**src/rtl/logic_pkg.sv**
```systemverilog
// -----------------------------------------------------------------------------
// logic_pkg
// Shared widths, state encoding and stored-entry layout for the logic-unit
// result stage. Imported by logic_flags and logic_result_stage.
// -----------------------------------------------------------------------------
package logic_pkg;

    localparam int DATA_W = 16;
    localparam int SEL_W  = 4;

    typedef enum logic [1:0] {
        EMPTY = 2'd0,
        ONE   = 2'd1,
        FULL  = 2'd2
    } state_t;

    // One buffered result: word, its op select and the flags captured with it.
    typedef struct packed {
        logic [DATA_W-1:0] data;
        logic [SEL_W-1:0]  sel;
        logic              zero;
        logic              ones;
        logic              parity;
    } entry_t;

endpackage

```
**src/rtl/logic_flags.sv**
```systemverilog
// -----------------------------------------------------------------------------
// logic_flags
// Combinational word classifier.
//   word   : input  [DATA_W-1:0] result word
//   zero   : output, word is all zeros
//   ones   : output, word is all ones
//   parity : output, XOR-reduction of word
// -----------------------------------------------------------------------------
module logic_flags
    import logic_pkg::*;
(
    input  logic [DATA_W-1:0] word,
    output logic              zero,
    output logic              ones,
    output logic              parity
);

    assign zero   = (word == '0);
    assign ones   = (word == '1);
    assign parity = ^word;

endmodule

```
**src/rtl/logic_result_stage.sv**
```systemverilog
// -----------------------------------------------------------------------------
// logic_result_stage
// Two-entry skid buffer (head + skid register) that registers logic-unit
// results together with zero/ones/parity flags computed at capture time.
//
// Ports:
//   clk, rst                 : clock, asynchronous active-high reset
//   in_valid/in_ready        : upstream handshake (in_ready depends on state only)
//   in_data, in_sel          : result word and the op select that produced it
//   out_valid/out_ready      : downstream handshake
//   out_data, out_sel        : head entry word and op select
//   out_zero/ones/parity     : flags stored with the head entry
//   stat_count, stat_zero    : saturating pop / zero-word-pop counters, present
//                              only when LOGIC_RESULT_STATS_EN is defined
// -----------------------------------------------------------------------------
module logic_result_stage
    import logic_pkg::*;
(
    input  logic              clk,
    input  logic              rst,
    input  logic              in_valid,
    output logic              in_ready,
    input  logic [DATA_W-1:0] in_data,
    input  logic [SEL_W-1:0]  in_sel,
    output logic              out_valid,
    input  logic              out_ready,
    output logic [DATA_W-1:0] out_data,
    output logic [SEL_W-1:0]  out_sel,
    output logic              out_zero,
    output logic              out_ones,
    output logic              out_parity
`ifdef LOGIC_RESULT_STATS_EN
    ,
    output logic [15:0]       stat_count,
    output logic [15:0]       stat_zero
`endif
);

    state_t state_p0, state_nxt;
    entry_t head_p0, skid_p1, in_entry;
    logic   accept, pop;
    logic   head_load_in, head_load_skid, skid_load;
    logic   f_zero, f_ones, f_parity;

    // Capture path: flags are derived from the incoming word exactly once.
    logic_flags u_flags (
        .word   (in_data),
        .zero   (f_zero),
        .ones   (f_ones),
        .parity (f_parity)
    );

    assign in_entry = '{data: in_data, sel: in_sel, zero: f_zero, ones: f_ones, parity: f_parity};

    assign in_ready  = (state_p0 != FULL);
    assign out_valid = (state_p0 == ONE) || (state_p0 == FULL);
    assign accept    = in_valid && in_ready;
    assign pop       = out_valid && out_ready;

    always_comb begin
        state_nxt      = state_p0;
        head_load_in   = 1'b0;
        head_load_skid = 1'b0;
        skid_load      = 1'b0;
        unique case (state_p0)
            EMPTY: begin
                if (accept) begin
                    head_load_in = 1'b1;
                    state_nxt    = ONE;
                end
            end
            ONE: begin
                if (accept && pop) begin
                    head_load_in = 1'b1;
                end else if (accept) begin
                    skid_load = 1'b1;
                    state_nxt = FULL;
                end else if (pop) begin
                    state_nxt = EMPTY;
                end
            end
            FULL: begin
                // in_ready is low here, so only a pop can move the buffer.
                if (pop) begin
                    head_load_skid = 1'b1;
                    state_nxt      = ONE;
                end
            end
            default: state_nxt = EMPTY;
        endcase
    end

    always_ff @(posedge clk or posedge rst) begin
        if (rst) begin
            state_p0 <= EMPTY;
        end else begin
            state_p0 <= state_nxt;
        end
    end

    // Stage 0: head register driving the outputs. Cleared on reset so the
    // outputs read zero while reset is held.
    always_ff @(posedge clk or posedge rst) begin
        if (rst) begin
            head_p0 <= '0;
        end else if (head_load_in) begin
            head_p0 <= in_entry;
        end else if (head_load_skid) begin
            head_p0 <= skid_p1;
        end
    end

    // Stage 1: skid register, filled only when the head is held.
    always_ff @(posedge clk or posedge rst) begin
        if (rst) begin
            skid_p1 <= '0;
        end else if (skid_load) begin
            skid_p1 <= in_entry;
        end
    end

    assign out_data   = head_p0.data;
    assign out_sel    = head_p0.sel;
    assign out_zero   = head_p0.zero;
    assign out_ones   = head_p0.ones;
    assign out_parity = head_p0.parity;

`ifdef LOGIC_RESULT_STATS_EN
    function automatic logic [15:0] sat_inc(input logic [15:0] v);
        return (v == 16'hFFFF) ? v : v + 16'd1;
    endfunction

    always_ff @(posedge clk or posedge rst) begin
        if (rst) begin
            stat_count <= '0;
            stat_zero  <= '0;
        end else if (pop) begin
            stat_count <= sat_inc(stat_count);
            if (head_p0.zero) begin
                stat_zero <= sat_inc(stat_zero);
            end
        end
    end
`endif

endmodule

```
**config.mk**
```make
export PLATFORM = sky130hd
export DESIGN_NAME = logic_result_stage
export DESIGN_NICKNAME = d
export VERILOG_FILES = /design/src/rtl/logic_pkg.sv /design/src/rtl/logic_flags.sv /design/src/rtl/logic_result_stage.sv
export SDC_FILE = /design/constraint.sdc
export NUM_CORES = 1
export LEC_CHECK = 0
export BUFFER_PORTS_ARGS = -buffer_cell sky130_fd_sc_hd__buf_2
export CAP_MARGIN = 30
export CORE_ASPECT_RATIO = 1.4
export CORE_MARGIN = 2
export CORE_UTILIZATION = 40
export DETAILED_ROUTE_END_ITERATION = 12
export PLACE_DENSITY_LB_ADDON = 0.1
export SYNTH_ARGS = -nofsm -noshare
export SYNTH_HDL_FRONTEND = slang
export SYNTH_SLANG_ARGS = --single-unit
export TNS_END_PERCENT = 5
```
**constraint.sdc**
```tcl
create_clock -name clk -period 2 [get_ports clk]
set_input_delay 0.1 -clock clk [delete_from_list [all_inputs] [get_ports clk]]
set_output_delay 0.1 -clock clk [all_outputs]
set_load 0.05 [all_outputs]
```
==> impl_metrics.ini <==
[outcome]
status = complete, no violations

[critical_path]
cp_data_required_time_ns = 2.19
critPathArrivalTime_ns = 2.02
critPathCapture = state_p0[1]
critical_path.startpoint = state_p0[1]
cp-end-kind = register
r2r_end = state_p0[1]
ff2ff_setup_slack_ns = 0.17
crit-reg2reg-launch = state_p0[1]
worstSetupPathType = reg -> reg
r2r_cells = 6
crit_fanout = 5
critPathLaunchType = register

[grt]
track_usage_pct = 14.6
grt_max_degree = 39
antenna_found_initial = 0
grt_pass1_vias = 1740
grt_pass1_wl_um = 8210
grt_overflow = 0

[routing]
wl_met1_um = 2110
postRouteAntennaNets = 0
maxUsedRoutingLayer = met4
via_per_inst = 4.91
dr.pass1.iters = 4
met2_length_um = 2440
vias = 1719
drtIter0Drc = 57
drt-total-wl_um = 4790
wl_per_cell_um = 13.7
wl_met3_um = 177
drc = 0

[run]
cap_viol_max_count = 0

[final_layout]
fill_cells = 607
diodes = 0
nNetsFinal = 322
seq_area_um2 = 1200
areaGrowthSynthToFinish_pct = 18.7
drive_gt1_share_pct = 32.0
multi_input_area_um2 = 1220

[floorplan]
coreArea_um2 = 6210
die_area_um2 = 7080
die_w_um = 71.7
start_util_pct = 41.3
rows = 34
io_pins = 49
die_h_um = 98.8

[synth]
syn_area_per_cell_um2 = 11.5
synth.largest_area_cell = dfrtp_1
synth_common_cells = dfrtp_1 (48), nor2_1 (27), a21oi_1 (23), mux2i_1 (22)
seq_area_frac_synth_pct = 46.8
syn_nets = 268
synthArstFlopShare_pct = 100
synth_edf_count = 0
yosys_warnings = 0
synth.most_common_cell = dfrtp_1
syn-cell-area_um2 = 2570
yosys_most_used_dff = dfrtp_1
synth_top_area_share_pct = 46.8
synth_area_leaders = dfrtp_1 (47%), ha_1 (10%), mux2i_1 (8.6%), mux2_2 (5.7%), mux2_4 (5.3%)
synth_cell_types = 28
postSynthCellCount = 223
synth-seq-cells = 48

[timing]
worst_slew_pin_slew_ns = 0.551
skew_ns = 0.0115
final_hold_viol_count = 0
setup-tns-final_ns = 0
fin_crit_sh_pct = 91.3
post-route-min-period_ns = 1.83
maxSlewViolCount = 0
max_slew_margin_pct = 63.2
final-setup-viol-count = 0
rsz0062_at_grt = no
fmax_mhz = 548
setup_ws_ns = 0.175

[placed_design]
dp_hpwl_um = 3510
portBuffers = 48
gp_congestion = 0.708
post-place-ws_ns = 0.180

[clocking]
tritoncts.num_buffers = 5
numClockSinks = 48
htree_levels = 2
cts.path.max_buffers = 2
clock_latency_ns = 0.31
cts_tree = done
clkTransAtPathRegs_ns = 0.10
ctsResizeCount = 0
cts-root-buf = clkbuf_8

[pwr]
leakagePower_uw = 0.00159
peakVddDrop_mv = 0.807
power.density_nw_per_um2 = 1630

[hold_path]
min_path_type = in -> reg
-- through the flow --
stage | instance area [um2] | utilization (%) | hold slack, ns | total power (uW) | std cells
floorplan | 2570 | - | 0.235 | 3740 | 223
global placement | 2920 | 47.0 | 0.185 | 4270 | 341
detailed placement | 2920 | 47.0 | 0.180 | 4310 | 341
CTS | 3050 | 49.1 | 0.0238 | 5060 | 350
global route | 3050 | 49.1 | 0.0224 | 5320 | 350
finish | 3050 | 49.1 | 0.0350 | 4980 | 350
-- registers in the layout (all words and copies together) (netlist names) --
signal and count:
out_parity 1, out_zero 1, state_p0 2, out_data 16, out_sel 4, out_ones 1
skid_p1 23
-- cell families (layout without fill, tap and decap cells) --
logic type      after synthesis  count (layout)  synth area share [%]
flops                        48              48                  46.8
mux                          46              46                  20.4
simple gates                 40              40                  6.92
compound gates               30              30                  7.17
buf+inv                      30              85                  5.70
fa+ha+maj                    21              21                  10.2
xor+xnor                      8               8                  2.73
-- cell usage in the layout (no fill, tap or decap), types with 5 or more instances in the layout --
| master | instances |
|---|---|
| mux2_2 | 13 |
| mux2_4 | 9 |
| nor2_1 | 27 |
| xnor2_1 | 7 |
| ha_1 | 20 |
| a21oi_1 | 23 |
| buf_2 | 48 |
| inv_1 | 20 |
| clkbuf_8 | 5 |
| mux2i_1 | 22 |
| dfrtp_1 | 48 |
-- power breakdown --
part,internal [uW],switching (uW)
logic,938,1630
clock network,377,350
registers,1440,239
-- cell type report --
type | count | share of cell area [%]
Timing Repair Buffer | 56 | 11.2
Inverter | 21 | 2.59
Clock inverter | 3 | 1.52
Sequential cell | 48 | 39.4
Tap cell | 72 | 2.96
Multi-Input combinational cell | 145 | 40.1
Clock buffer | 5 | 2.26
-- worst min-delay path by stage --
stage / from / cells after the start / endpoint / slack, ns
2_1_floorplan: in_data[8] / 1 / skid_p1[15] / 0.23
3_3_place_gp: rst / 2 / out_sel[2] / 0.19
3_5_place_dp: rst / 2 / out_sel[2] / 0.18
4_1_cts: in_sel[1] / 2 / skid_p1[4] / 0.02
5_1_grt: in_sel[2] / 2 / skid_p1[5] / 0.02
6_report: in_sel[1] / 2 / skid_p1[4] / 0.03
-- routing by layer --
layer  up-vias  global-route usage, %
li1        859                      -
met1       822                   17.8
met2        32                   25.4
met3         6                   2.86
met4         0                   5.22
met5         -                      0
-- timing repair --
item | in CTS | in global routing
buffers inserted | 0 | 0
hold buffers | 1 | 0
endpoints found under the setup margin | 0 | 0
endpoints found under the hold margin | 24 | 0
-- critical path: stages (launching register included) --
cell and delay (ns):
dfrtp_1 0.42, inv_1 0.08, ha_2 0.39, nor2b_1 0.06, o21a_1 0.16, a221o_1 0.29
mux2_4 0.31
Power figures use the tool's default switching activity.
